File: src/rtl/rv32i_types.sv
// Shared types for the rv32i datapath and its memory-side blocks.
// Contents:
//   arb_state_t - state encoding of the two-to-one memory arbiter
package rv32i_types;

  typedef enum logic [1:0] {
    IDLE   = 2'd0,
    I_BUSY = 2'd1,
    D_BUSY = 2'd2
  } arb_state_t;

endpackage

File: src/rtl/mem_arbiter.sv
// Two-to-one memory arbiter between the datapath's instruction-fetch port
// and data port, serialized onto one shared word-wide memory port with one
// outstanding transaction at a time. Data requests win by default; a
// starvation counter forces a fetch grant after STARVE_LIMIT consecutive
// data grants taken while a fetch was waiting.
//
// Ports:
//   clk, rst                 clock; synchronous active-low reset
//   inst_read/inst_addr      fetch request (held until inst_resp)
//   inst_resp/inst_rdata     one-cycle fetch completion and data
//   data_read/data_write     load/store request (held until data_resp)
//   data_mbe/data_addr/data_wdata  store byte enables, address, store data
//   data_resp/data_rdata     one-cycle data completion and load data
//   mem_read/mem_write       shared-port commands (registered)
//   mem_mbe/mem_addr/mem_wdata  shared-port byte enables, word address, data
//   mem_resp/mem_rdata       shared-port completion and read data
//
// state  | meaning
// IDLE   | no transaction; arbitrate and latch the winning request
// I_BUSY | fetch outstanding on the shared port
// D_BUSY | load or store outstanding on the shared port
module mem_arbiter
  import rv32i_types::*;
#(
  parameter int ADDR_W       = 32,
  parameter int DATA_W       = 32,
  parameter int STARVE_LIMIT = 4
) (
  input  logic                clk,
  input  logic                rst,
  input  logic                inst_read,
  input  logic [ADDR_W-1:0]   inst_addr,
  output logic                inst_resp,
  output logic [DATA_W-1:0]   inst_rdata,
  input  logic                data_read,
  input  logic                data_write,
  input  logic [DATA_W/8-1:0] data_mbe,
  input  logic [ADDR_W-1:0]   data_addr,
  input  logic [DATA_W-1:0]   data_wdata,
  output logic                data_resp,
  output logic [DATA_W-1:0]   data_rdata,
  output logic                mem_read,
  output logic                mem_write,
  output logic [DATA_W/8-1:0] mem_mbe,
  output logic [ADDR_W-1:0]   mem_addr,
  output logic [DATA_W-1:0]   mem_wdata,
  input  logic                mem_resp,
  input  logic [DATA_W-1:0]   mem_rdata
);

  localparam int CNT_W = $clog2(STARVE_LIMIT + 1);
  localparam logic [CNT_W-1:0] CNT_MAX = CNT_W'(STARVE_LIMIT);
  localparam logic [ADDR_W-1:0] WORD_MASK = ~ADDR_W'(3);

  arb_state_t       state;
  logic [CNT_W-1:0] starve_cnt;
  logic             data_req;
  logic             grant_inst;
  logic             grant_data;

  assign data_req = data_read | data_write;

  always_comb begin
    grant_inst = 1'b0;
    grant_data = 1'b0;
    if (state == IDLE) begin
      if (inst_read && (!data_req || starve_cnt == CNT_MAX)) begin
        grant_inst = 1'b1;
      end else if (data_req) begin
        grant_data = 1'b1;
      end
    end
  end

  always_ff @(posedge clk) begin
    if (!rst) begin
      state      <= IDLE;
      mem_read   <= 1'b0;
      mem_write  <= 1'b0;
      mem_mbe    <= '0;
      mem_addr   <= '0;
      mem_wdata  <= '0;
      starve_cnt <= '0;
    end else begin
      case (state)
        IDLE: begin
          if (grant_inst) begin
            state      <= I_BUSY;
            mem_read   <= 1'b1;
            mem_write  <= 1'b0;
            mem_mbe    <= '0;
            mem_addr   <= inst_addr & WORD_MASK;
            mem_wdata  <= '0;
            starve_cnt <= '0;
          end else if (grant_data) begin
            // a simultaneous read+write is a store; the read is dropped
            state      <= D_BUSY;
            mem_read   <= ~data_write;
            mem_write  <= data_write;
            mem_mbe    <= data_mbe;
            mem_addr   <= data_addr & WORD_MASK;
            mem_wdata  <= data_wdata;
            if (!inst_read) begin
              starve_cnt <= '0;
            end else if (starve_cnt != CNT_MAX) begin
              starve_cnt <= starve_cnt + CNT_W'(1);
            end
          end
        end
        I_BUSY, D_BUSY: begin
          if (mem_resp) begin
            state     <= IDLE;
            mem_read  <= 1'b0;
            mem_write <= 1'b0;
          end
        end
        default: begin
          state     <= IDLE;
          mem_read  <= 1'b0;
          mem_write <= 1'b0;
        end
      endcase
    end
  end

  // Responses are combinational from mem_resp; gating with rst keeps a
  // response from escaping in the cycle reset is asserted mid-transaction.
  always_comb begin
    inst_resp  = rst && (state == I_BUSY) && mem_resp;
    data_resp  = rst && (state == D_BUSY) && mem_resp;
    inst_rdata = inst_resp ? mem_rdata : '0;
    data_rdata = (data_resp && mem_read) ? mem_rdata : '0;
  end

endmodule

File: config.mk
export PLATFORM = sky130hd
export DESIGN_NAME = mem_arbiter
export DESIGN_NICKNAME = d
export VERILOG_FILES = /design/src/rtl/rv32i_types.sv /design/src/rtl/mem_arbiter.sv
export SDC_FILE = /design/constraint.sdc
export NUM_CORES = 1
export LEC_CHECK = 0
export CAP_MARGIN = 20
export CORE_AREA = 8 8 119 121
export DETAILED_ROUTE_END_ITERATION = 8
export DIE_AREA = 0 0 127 129
export PLACE_DENSITY_LB_ADDON = 0.1
export SLEW_MARGIN = 30
export SYNTH_ARGS = -nofsm -noshare
export SYNTH_HDL_FRONTEND = slang
export SYNTH_SLANG_ARGS = --single-unit
File: constraint.sdc
create_clock -name clk -period 1.76 [get_ports clk]
set_clock_uncertainty 0.15 [all_clocks]
set_input_delay 0.352 -clock clk [delete_from_list [all_inputs] [get_ports clk]]
set_output_delay 0.352 -clock clk [all_outputs]
set_load 0.01 [all_outputs]
==> summary.txt, run 1 <==
Setup path
  – CP max FO: 8
  – Worst R2R Start: state[1]
  – Critical path data required time: 1260 ps
  – Crit path kind: reg2out
  – RR Endpoint: mem_write
  – Reg2reg setup slack: -120 ps
  – Critical Path AT: approximately 1600 ps
  – Nature of the critical path endpoint: primary output
  – CP startpoint kind: register
  – Worst r2r path cells: 8

STA
  – RSZ-0062 raised after global routing: yes
  – Final WS setup: -309.2 ps
  – Fin crit period: roughly 2100 ps
  – Max frequency: 483.3 MHz
  – Slew Viols, Final: 0
  – Hold slack final: 312.9 ps
  – Total negative setup slack: -19,350 ps
  – Final Hold Viols: 0
  – Setup violators final: 106
  – Final Cycle Share: 117.6%

Clocking
  – TritonCTS clock tree: yes
  – H-tree Lvls: 3
  – Sink Count: between 70 and 80
  – Cts hold-fix bufs: 0
  – CTS Buffer Depth: 2
  – Worst skew pair latency: 330 ps
  – Root buf cell: clkbuf_16
  – Clk pin slew, worst setup/hold paths: about 60 ps
  – Num CTS Buffers: 9

Finish
  – Layout cells sized above 1: 23.11%
  – Commonest non-fill, non-tap cell in the layout: clkdlybuf4s50_1
  – Non-filler cells in the finished layout: about 850
  – Antenna Cells: 0
  – Layout Nets: around 840
  – Most frequent cells in the layout: clkdlybuf4s50_1 (169), dfxtp_1 (71), buf_2 (41)
  – # fillers: between 1,000 and 1,500
  – Area delta synth->final: 90.76%

Place
  – IO Port Bufs: roughly 270
  – Placed cells: 830
  – Placement Setup Slack: -712.9 ps
  – Hpwl dp: approximately 12 mm
  – RePlAce Congestion: approximately 0.84

Floorplanning
  – Row count: a little over 40
  – Core area: about 12,000 um2
  – Die height: about 130 um
  – Io pins: 274
  – Die outline width: around 130 um
  – Starting density of the core: between 30 and 40%
  – Die area: 16,380 um2

Status
  – Status: finished, violations left
  – Failing checks: setup timing

Global route
  – Met1 usage: roughly a fifth
  – M3 GR Usage: 7.530%
  – GRT Total Usage: roughly a fifth
  – Vias in the first global route: 4,454
  – Top Usage Layer GRT: met2
  – First-pass GRT wire length: between 20 and 25 mm
  – Initial antenna violation count: 0
  – Largest net degree at the start of global routing: 42
  – Met2 Usage GRT: a little under a third
  – Gr ovfl total: 0

Route
  – Number of vias per cell: around 5
  – Drt initial violations: around 240
  – DRT antenna net count: 0
  – Router iterations before antenna repair: 4
  – Wire per inst: just under 20 um
  – Remaining DRCs: 0
  – Routed WL: around 17 mm
  – Vias: 4,351

Job
  – Maxcap violations: 0

Synthesis
  – Synth unique cells: 36
  – Netlist Area Pre-Place: around 3800 um2
  – Seq cells post-synth: between 70 and 80
  – Register area share after synthesis: about two fifths
  – Synthesized area per cell: between 8 and 9 um2
  – Post-synth EDFFs: 0
  – Post-synth top flop: dfxtp_1
  – Ys Warns: 0
  – Synth Instances: about 430
  – Synth async-reset ratio: 0%

Worst hold path
  – Worst-case hold path end point: mem_addr[27]
  – Worst Hold Launch: mem_addr[27]
  – Worst hold path depth: 2
  – Worst hold path type: reg2reg

Pwr
  – Total power per unit cell area: 723.6 nW/um2
  – Leak: 3.331 nW
  – Worst IR Drop VDD: 0.6798 mV
  – Total power: about 5.3 mW
## critical path, stage by stage (launching register included)
cell	delay (ps)
dfxtp_2	330
inv_2	70
ha_4	120
and3_4	260
clkbuf_16	180
and3_4	180
buf_6	100
## cell families after synthesis
family	synth area share, %
adder cells (fa/ha/maj)	1.638
AO/OA/AOI/OAI	24.24
buffers and inverters	7.959
other	0.09817
AND/OR/NAND/NOR	27.81
flip-flops	38.26
## sequential cells by signal, summed over array words and instances, names as in the netlist
name	count
starve_cnt	3
mem_read	1
mem_write	1
mem_mbe	4
mem_addr	30
state	2
mem_wdata	32
## routing by layer
metal  wire, um  part of all wire, %
met4        235                  1.4
met5          0                    0
met3       1518                  9.2
met1       6433                   39
met2       8372                   51
## area by class of cell
cell class	instances	area, um2	area share, %
Timing Repair Buffer	314	3151	43.23
Multi-Input combinational cell	296	2182	29.95
Sequential cell	73	1466	20.12
Clock buffer	11	242.7	3.331
Tap cell	150	187.7	2.576
Clock inverter	3	42.54	0.5838
Inverter	4	15.01	0.2060
## metrics by stage
stage          cell area [um2]  util [%]
6_report                  7287     59.19
4_1_cts                   6909     56.12
2_1_floorplan             3824         -
5_1_grt                   7287     59.19
3_3_place_gp              6815     55.36
3_5_place_dp              6815     55.36
## report_power, final
| part | total [mW] | switching [mW] | internal, mW |
|---|---|---|---|
| Clock | 1.79 | 0.669 | 1.12 |
| Sequential | 1.91 | 0.0870 | 1.82 |
| Combinational | 1.58 | 0.667 | 0.910 |
## worst max-delay path by stage
stage                                end  startpoint  slack, ps  cells past startpoint
after detailed placement  data_rdata[13]    mem_resp       -710                      5
after floorplan             mem_addr[30]    state[0]          1                      8
after global routing       data_rdata[8]    state[0]       -380                      6
final                     data_rdata[17]    state[0]       -310                      6
after CTS                 data_rdata[13]    state[0]       -320                      6
after global placement    inst_rdata[13]    mem_resp       -670                      5
## cells in the mapped netlist, types with 4 or more instances
| library cell | count | area, um2 |
|---|---|---|
| dfxtp_1 | 73 | 1461 |
| nor2b_1 | 38 | 237.7 |
| a32oi_1 | 37 | 324.1 |
| and2_1 | 34 | 212.7 |
| and3_1 | 34 | 212.7 |
| nand3_1 | 29 | 145.1 |
| nor3b_1 | 28 | 210.2 |
| a21oi_1 | 27 | 135.1 |
| o31ai_1 | 27 | 202.7 |
| clkbuf_1 | 22 | 82.58 |
| buf_2 | 18 | 90.09 |
| buf_4 | 8 | 60.06 |
| buf_6 | 5 | 56.30 |
| ha_1 | 5 | 62.56 |
| inv_1 | 4 | 15.01 |
| o21ai_0 | 4 | 20.02 |
## repair_timing
action / CTS / global route
resized for setup: 294 / 73
buffers inserted: 0 / 1
endpoints found under the setup margin: 141 / 166
pin swaps: 1 / 2
cloned: 2 / 4
Power figures use the tool's default switching activity.
==> run 2, diff against run 1 <==
Settings changed: CTS_BUF_LIST set to sky130_fd_sc_hd__clkbuf_16, REMOVE_ABC_BUFFERS set to 1.
==> run 2 against run 1 <==
  * The run still ends with setup timing left
  * Clock power is 21% higher
  * Largest power group is now clock
  * Power up 14%
  * Via count grew 4.0%
  * Cell area grew 8.4%
  * Flip-flop and latch count stayed put
  * Hold slack better by 2.3 ps
  * Critical path depth fell by 1
  * Sequential share of layout area down 1.6 points
  * Critical endpoint is now data_rdata[22]
  * Die area did not move
  * Utilization grew 5.0 points
==> summary.txt, run 2 (synthesis gave the netlist of run 1 again) <==
STA
  – Final Cycle Share: 118.5% (was 117.6%)
  – Fin crit period: 2085 ps (was 2069 ps)
  – Final WS setup: -325.3 ps (was -309.2 ps)
  – RSZ-0062 raised after global routing: yes (unchanged)
  – Final Hold Viols: 0 (unchanged)
  – Max frequency: 479.6 MHz (was 483.3 MHz)
  – Setup violators final: 67 (was 106)
  – Slew Viols, Final: 0 (unchanged)

Pwr
  – Total power per unit cell area: 758.0 nW/um2 (was 723.6 nW/um2)
  – Worst IR Drop VDD: 0.5050 mV (was 0.6798 mV)
  – Leak: 3.879 nW (was 3.331 nW)
  – Internal power: 4.341 mW (was 3.850 mW)
  – Switch share: 27.51% (was 26.99%)
  – Switch Pwr: 1.647 mW (was 1.423 mW)
  – Reg power frac: 32.1% (was 36.2%)
  – Comb pwr share: 31.9% (was 29.9%)
  – Clock network power share: 36.0% (was 33.9%)
  – Total power: 5.988 mW (was 5.273 mW)

Place
  – RePlAce Congestion: 0.7851 (was 0.8384)
  – Hpwl dp: 12.27 mm (was 12.12 mm)
  – Area after DPL: 6815 um2 (unchanged)
  – Placed cells: 830 (unchanged)
  – IO Port Bufs: 267 (unchanged)

Clocking
  – H-tree Lvls: 3 (unchanged)
  – TritonCTS clock tree: yes (unchanged)
  – Worst skew pair latency: 330 ps (about the same)
  – Clk pin slew, worst setup/hold paths: 60 ps (about the same)
  – Root buf cell: clkbuf_16 (unchanged)
  – Num CTS Buffers: 9 (unchanged)
  – Cts hold-fix bufs: 0 (unchanged)
  – CTS Buffer Depth: 2 (unchanged)
  – Sink Count: 73 (unchanged)

Route
  – Number of vias per cell: 5.175 (was 5.113)
  – Wire per inst: 20.36 um (was 19.46 um)
  – Router iterations before antenna repair: 4 (unchanged)
  – Vias: 4,523 (was 4,351)
  – DRT antenna net count: 0 (unchanged)
  – Remaining DRCs: 0 (unchanged)
  – Routed WL: 17.79 mm (was 16.56 mm)
  – Drt initial violations: 244 (was 238)

Global route
  – GRT Total Usage: 18.79% (was 18.60%)
  – Initial antenna violation count: 0 (unchanged)
  – Largest net degree at the start of global routing: 49 (was 42)
  – Gr ovfl total: 0 (unchanged)
  – Vias in the first global route: 4,389 (was 4,454)
  – First-pass GRT wire length: 24.67 mm (was 24.41 mm)

Finish
  – Commonest non-fill, non-tap cell in the layout: clkdlybuf4s50_1 (unchanged)
  – Layout Nets: 862 (was 841)
  – Non-filler cells in the finished layout: 874 (was 851)
  – Largest register FFs: 32 (unchanged)
  – Antenna Cells: 0 (unchanged)
  – Fin area: 7900 um2 (was 7287 um2)
  – Leading registers by flop count: mem_wdata: 32 flops, mem_addr: 30 flops, mem_mbe: 4 flops (unchanged)
  – Layout cells sized above 1: 29.97% (was 23.11%)
  – Biggest register: mem_wdata (unchanged)
  – Most frequent cells in the layout: clkdlybuf4s50_1 (149), dfxtp_1 (71), buf_2 (48) (was clkdlybuf4s50_1 (169), dfxtp_1 (71), buf_2 (41))
  – Area delta synth->final: 106.8% (was 90.76%)
  – Final core occ: 64.17% (was 59.19%)

Status
  – Status: finished, violations left (unchanged)
  – Failing checks: setup timing (unchanged)

Floorplanning
  – Die outline width: 127 um (unchanged)
  – Io pins: 274 (unchanged)
  – Core area: 12,310 um2 (unchanged)
  – Starting density of the core: 31.03% (unchanged)
  – Row count: 41 (unchanged)
  – Die area: 16,380 um2 (unchanged)
  – Die height: 129 um (unchanged)

Setup path
  – Critical path, cell by cell: ha_4 > and3_4 > clkbuf_16 > and3_4 > buf_6 (was inv_2 > ha_4 > and3_4 > clkbuf_16 > and3_4 > buf_6)
  – Slowest stage cell, crit path: dfxtp_4 (was dfxtp_2)
  – Crit path kind: reg2out (unchanged)
  – Critical Path Most Common Cell: and3_4 (unchanged)
  – Largest stage delay on the critical path: 380 ps (was 330 ps)
  – CP startpoint kind: register (unchanged)
  – Nature of the critical path endpoint: primary output (unchanged)
  – Critical Path AT: 1580 ps (was 1570 ps)
  – Critical path data required time: 1260 ps (about the same)
  – CP max FO: 8 (unchanged)

Job
  – Maxcap violations: 0 (unchanged)

Worst hold path
  – Worst hold path type: reg2reg (unchanged)
==> run 2: critical path, delay by kind of cell, from the launching register on <==
| kind | cells | cell delay (ps) |
|---|---|---|
| AND/OR/NAND/NOR | 2 | 460 |
| flip-flops | 1 | 380 |
| buffers and inverters | 2 | 290 |
| adder cells (fa/ha/maj) | 1 | 130 |
==> run 2: power by group through the flow <==
stage	logic, mW	clock network, mW	registers (mW)
5_1_grt	2.02	2.26	1.94
2_1_floorplan	0.444	0	2.02
4_1_cts	1.61	2.20	1.91
3_5_place_dp	1.57	0	1.94
6_report	1.91	2.16	1.92
3_3_place_gp	1.56	0	1.93
==> run 2: timing repair <==
item	in CTS	in global routing
gates cloned	3	12
setup buffers	4	9
hold endpoints to repair	0	0
pin swaps	3	5
setup endpoints to repair	139	166
gates resized for setup	304	128
==> run 2: path summary, 6_finish.rpt <==
kind,to,slack [ps],cells after the start,start
worst min-delay path,mem_addr[26],320,2,mem_addr[26]
worst max-delay path,data_rdata[22],-330,5,state[1]
worst min register to register,mem_addr[26],320,2,mem_addr[26]
worst max register to register,mem_wdata[25],0,9,state[1]
==> run 2: area by class of cell <==
type | instances | area, um2
Inverter | 4 | 17.52
Clock inverter | 7 | 125.1
Multi-Input combinational cell | 296 | 2401
Sequential cell | 73 | 1466
Clock buffer | 9 | 225.2
Tap cell | 150 | 187.7
Fill cell | 1036 | 4412
Timing Repair Buffer | 335 | 3477
==> run 2: stage by stage <==
step                      hold slack (ps)  setup TNS [ps]  worst slack, ps
after CTS                           323.5          -18230           -319.0
final                               315.2          -18130           -325.3
after global routing                336.7          -22890           -381.1
after floorplan                     298.1          -32220           -577.9
after detailed placement            313.3          -62290           -675.3
after global placement              302.7          -60720           -651.3
==> run 2: routing by layer <==
metal | global-route usage (%) | vias to the layer above | wire, um
met5 | 0 | - | 0
met4 | 4.759 | 0 | 255
met3 | 7.406 | 18 | 1467
met2 | 32.54 | 185 | 9066
met1 | 21.18 | 2147 | 7002
li1 | - | 2173 | -
==> RTL change 1: new RTL, settings of run 2 <==
Register the input `inst_addr` before use. The logic sees it one clock later. The other inputs are not delayed to match.
--- a/src/rtl/mem_arbiter.sv
+++ b/src/rtl/mem_arbiter.sv
@@ -53,4 +53,10 @@
   localparam logic [ADDR_W-1:0] WORD_MASK = ~ADDR_W'(3);
 
+  logic [ADDR_W-1:0] inst_addr_q;
+
+  always_ff @(posedge clk) begin
+    inst_addr_q <= inst_addr;
+  end
+
   arb_state_t       state;
   logic [CNT_W-1:0] starve_cnt;
@@ -90,5 +96,5 @@
             mem_write  <= 1'b0;
             mem_mbe    <= '0;
-            mem_addr   <= inst_addr & WORD_MASK;
+            mem_addr   <= inst_addr_q & WORD_MASK;
             mem_wdata  <= '0;
             starve_cnt <= '0;
Check against the original RTL: not equivalent (Yosys sat finds a counterexample within 4 cycles, from zero or initial values and one cycle with rst low).
==> RTL change 1 against run 2 <==
  * The run still ends with negative setup slack left
  * Maximum frequency about the same
  * Synthesized area up 17%
  * Final area up 7.1%
  * Non-clock buffer count down 17
  * Sequential cell count up 30
  * Count of clock-buffer cells in the layout unchanged
  * Wire length up 9.8%
  * Total power up 5.7%
  * Die area unchanged
  * Worst setup slack better by 0.00093 ns
==> RTL change 1: results (changes against run 2) <==
run_status:
  status: "finished with violations"  # unchanged
  violations: "negative setup slack"  # unchanged
finish:
  clock_area_share_pct: 3.06  # was 4.43%
  nNonClkBuffers: 318  # was 335
  reg_top3: "mem_wdata (32), inst_addr_q (30), mem_addr (30)"  # was mem_wdata (32), mem_addr (30), mem_mbe (4)
  drive_above_1_share_pct: 27.2  # was 30.0%
  fin_nets: 911  # was 862
  multi_input_cells: 332  # was 296
  nonClkBufAreaFrac_pct: 40.1  # was 44.0%
  seq_area_share_pct: 24.5  # was 18.6%
  n_fill_cell: 963  # was 1,036
timing:
  timing.final.ws_setup_ns: -0.324  # was -0.325 ns
  setup_viol: 66  # was 67
clock_tree:
  cts_sinks: 103  # was 73
  postCtsSetupBuffers: 6  # was 4
place:
  placed_cells: 888  # was 830
  gp_congestion: 0.849  # was 0.785
pwr:
  switching_power_w: 0.00181  # was 0.00165 W
  p_leak_nw: 3.85  # was 3.88 nW
global_route:
  grt_max_degree: 104  # was 49
  met3_usage_pct: 8.52  # was 7.41%
  met1_usage_pct: 25.9  # was 21.2%
detailed_routing:
  met3_wirelength_mm: 1.57  # was 1.47 mm
  vias: 4932  # was 4,523
  dr_wl_met2_mm: 9.90  # was 9.07 mm
critical_path:
  cp_slowest_stage_delay_ns: 0.36  # was 0.38 ns
min_path:
  hold_depth: 1  # was 2
[RTL change 1: cell types whose count changed after synthesis, sizes merged, moves of 4 or more]
cell,run 2,this run
nor2,0,30
a21oi,27,0
a22oi,0,30
o21ai,4,34
nor3b,28,1
buf,31,27
dfxtp,73,103
clkbuf,22,29
[RTL change 1: power groups by stage]
stage          clock [W]  sequential, W  combinational (W)
6_report         0.00180        0.00263            0.00189
5_1_grt          0.00194        0.00265            0.00203
4_1_cts          0.00185        0.00263            0.00179
3_5_place_dp           0        0.00268            0.00162
3_3_place_gp           0        0.00267            0.00159
2_1_floorplan          0        0.00275           0.000514
[RTL change 1: through the flow]
stage                     total power, W  hold WS, ns  utilization, %  TNS (ns)  area, sq um
final                            0.00633        0.294            68.7    -17.96         8460
after global placement           0.00426        0.301            60.7    -64.99         7470
after detailed placement         0.00429        0.309            60.7    -69.21         7470
after global routing             0.00662        0.282            68.7    -22.28         8460
after floorplan                  0.00326        0.230               -    -61.58         4210
after CTS                        0.00627        0.283            63.0    -19.62         7750
==> RTL change 2: new RTL, config.mk and constraints of run 2 <==
Made on the original files. Change the parameter `STARVE_LIMIT` from 4 to 8.
--- a/src/rtl/mem_arbiter.sv
+++ b/src/rtl/mem_arbiter.sv
@@ -25,5 +25,5 @@
   parameter int ADDR_W       = 32,
   parameter int DATA_W       = 32,
-  parameter int STARVE_LIMIT = 4
+  parameter int STARVE_LIMIT = 8
 ) (
   input  logic                clk,
Behaviour: no difference found for any inputs over 4 cycles, from zero or initial values and one cycle with rst low; that may be too few to reach the edited logic, so the function may still have changed.
==> RTL change 2 against run 2 <==
  * The run still ends with negative setup slack left
  * Wire length up 29%
  * Total power down 1.9%
  * Final area up 21%
  * Sequential cell count up 1
  * Synthesized area up 1.8%
  * Non-clock buffer count up 13
  * Cell count up 7.4%
  * Combinational power up 14%
  * Worst setup slack better by 0.036 ns
  * Critical path type unchanged
  * Largest power group is now combinational logic
==> RTL change 2: results (changes against run 2) <==
run_status:
  status: "finished with violations"  # unchanged
  violations: "negative setup slack"  # unchanged
finish:
  drive_above_1_share_pct: 46.2  # was 30.0%
  fin_util_pct: 77.6  # was 64.2%
  reg_top3: "mem_wdata (32), mem_addr (30)"  # was mem_wdata (32), mem_addr (30), mem_mbe (4)
timing:
  setup_viol: 100  # was 67
  finalHoldWorstSlack_ns: 0.298  # was 0.315 ns
  timing.final.ws_setup_ns: -0.290  # was -0.325 ns
critical_path:
  cp_slowest_cell: "dfxtp_2"  # was dfxtp_4
  rr_endpoint: "starve_cnt[3]$_SDFFE_PN0P_"  # was mem_wdata[25]$_SDFFE_PN0P_
  critPathTopFamily: "buffers and inverters"  # was simple AND/OR/NAND/NOR gates
  cp_slowest_stage_delay_ns: 0.33  # was 0.38 ns
  regToRegSetupSlack_ns: -0.16  # was 0 ns
  rr_worst_depth: 6  # was 9
synthesis:
  syn_area_per_cell_sq_um: 8.02  # was 8.99 sq um
  yosys-top-cells-area: "dfxtp_1 (38%), a211oi_1 (12%), nand4_1 (6.4%), o31ai_1 (5.8%), and3_1 (5.6%)"  # was dfxtp_1 (38%), a32oi_1 (8.5%), nor2b_1 (6.2%), and2_1 (5.6%), and3_1 (5.6%)
  yosysWarningCount: 0  # unchanged
  yosys-top-cells-count: "dfxtp_1 (74), a211oi_1 (60), clkbuf_1 (52), a21oi_1 (43)"  # was dfxtp_1 (73), nor2b_1 (38), a32oi_1 (37), and2_1 (34), and3_1 (34)
  post_synth_num_cell_types: 37  # was 36
pwr:
  total_power_w: 0.00587  # was 0.00599 W
  swShare_pct: 31.1  # was 27.5%
  pg_comb_w: 0.00217  # was 0.00191 W
  p_seq_share_pct: 33.0  # was 32.1%
  p_leak_nw: 3.81  # was 3.88 nW
  ir_drop_uv: 538  # was 505 uV
place:
  dp_hpwl_mm: 13.0  # was 12.3 mm
  placed_cells: 878  # was 830
  placed_cell_area_sq_um: 6920  # was 6820 sq um
  gp_congestion: 0.815  # was 0.785
global_route:
  track_usage_pct: 22.4  # was 18.8%
  grt_max_degree: 34  # was 49
  grt_pass1_wl_mm: 29.1  # was 24.7 mm
  grt_antenna_before_repair: 1  # was 0
min_path:
  hp-class: "reg -> reg"  # unchanged
  min_from: "mem_wdata[4]$_SDFFE_PN0P_"  # was mem_addr[26]$_SDFFE_PN0P_
detailed_routing:
  vias_per_cell: 5.66  # was 5.18
-- RTL change 2: per-layer routing --
layer	wire length, um	share of wire (%)	vias up	track usage, %
met2	12000	52	236	41.8
met3	1370	6.0	44	6.12
li1	-	-	2399	-
met1	8870	39	2637	23.8
met5	0	0	-	0
met4	703	3.1	0	7.49
-- RTL change 2: repair_timing --
| item | in CTS | in global routing |
|---|---|---|
| pin swaps | 51 | 76 |
| gates cloned | 13 | 11 |
| endpoints found under the setup margin | 141 | 120 |
| resized for setup | 448 | 268 |
| buffers inserted | 12 | 15 |
-- RTL change 2: final cells by class --
type | count | area share (%)
antenna | 1 | 0.0262
sequential | 74 | 15.6
tap | 150 | 1.96
clock buffer | 9 | 2.36
inverter | 6 | 0.262
multi-input combinational | 345 | 38.1
timing repair buffer | 348 | 41.2
clock inverter | 6 | 0.524
-- RTL change 2: kinds of logic (layout without fill, tap and decap cells) --
logic type               Yosys count  count (layout)  share of synthesized area (%)
AND/OR/NAND/NOR                  190             194                           27.5
AO/OA/AOI/OAI                    144             144                           25.2
flip-flops                        74              74                           38.1
buffers and inverters             71             369                           7.49
adder cells (fa/ha/maj)            5               5                           1.61
other                              1               3                         0.0964
-- RTL change 2: worst max-delay path by stage --
stage,startpoint,to,slack [ns],cells after the start
floorplan,state[0]$_SDFFE_PN0P_,starve_cnt[3]$_SDFFE_PN0P_,-1.42,5
global placement,rst,inst_rdata[1],-0.73,5
detailed placement,rst,data_rdata[12],-0.75,5
CTS,state[1]$_SDFFE_PN0P_,inst_rdata[26],-0.28,7
global route,state[1]$_SDFFE_PN0P_,inst_rdata[22],-0.33,7
finish,state[1]$_SDFFE_PN0P_,inst_rdata[26],-0.29,7
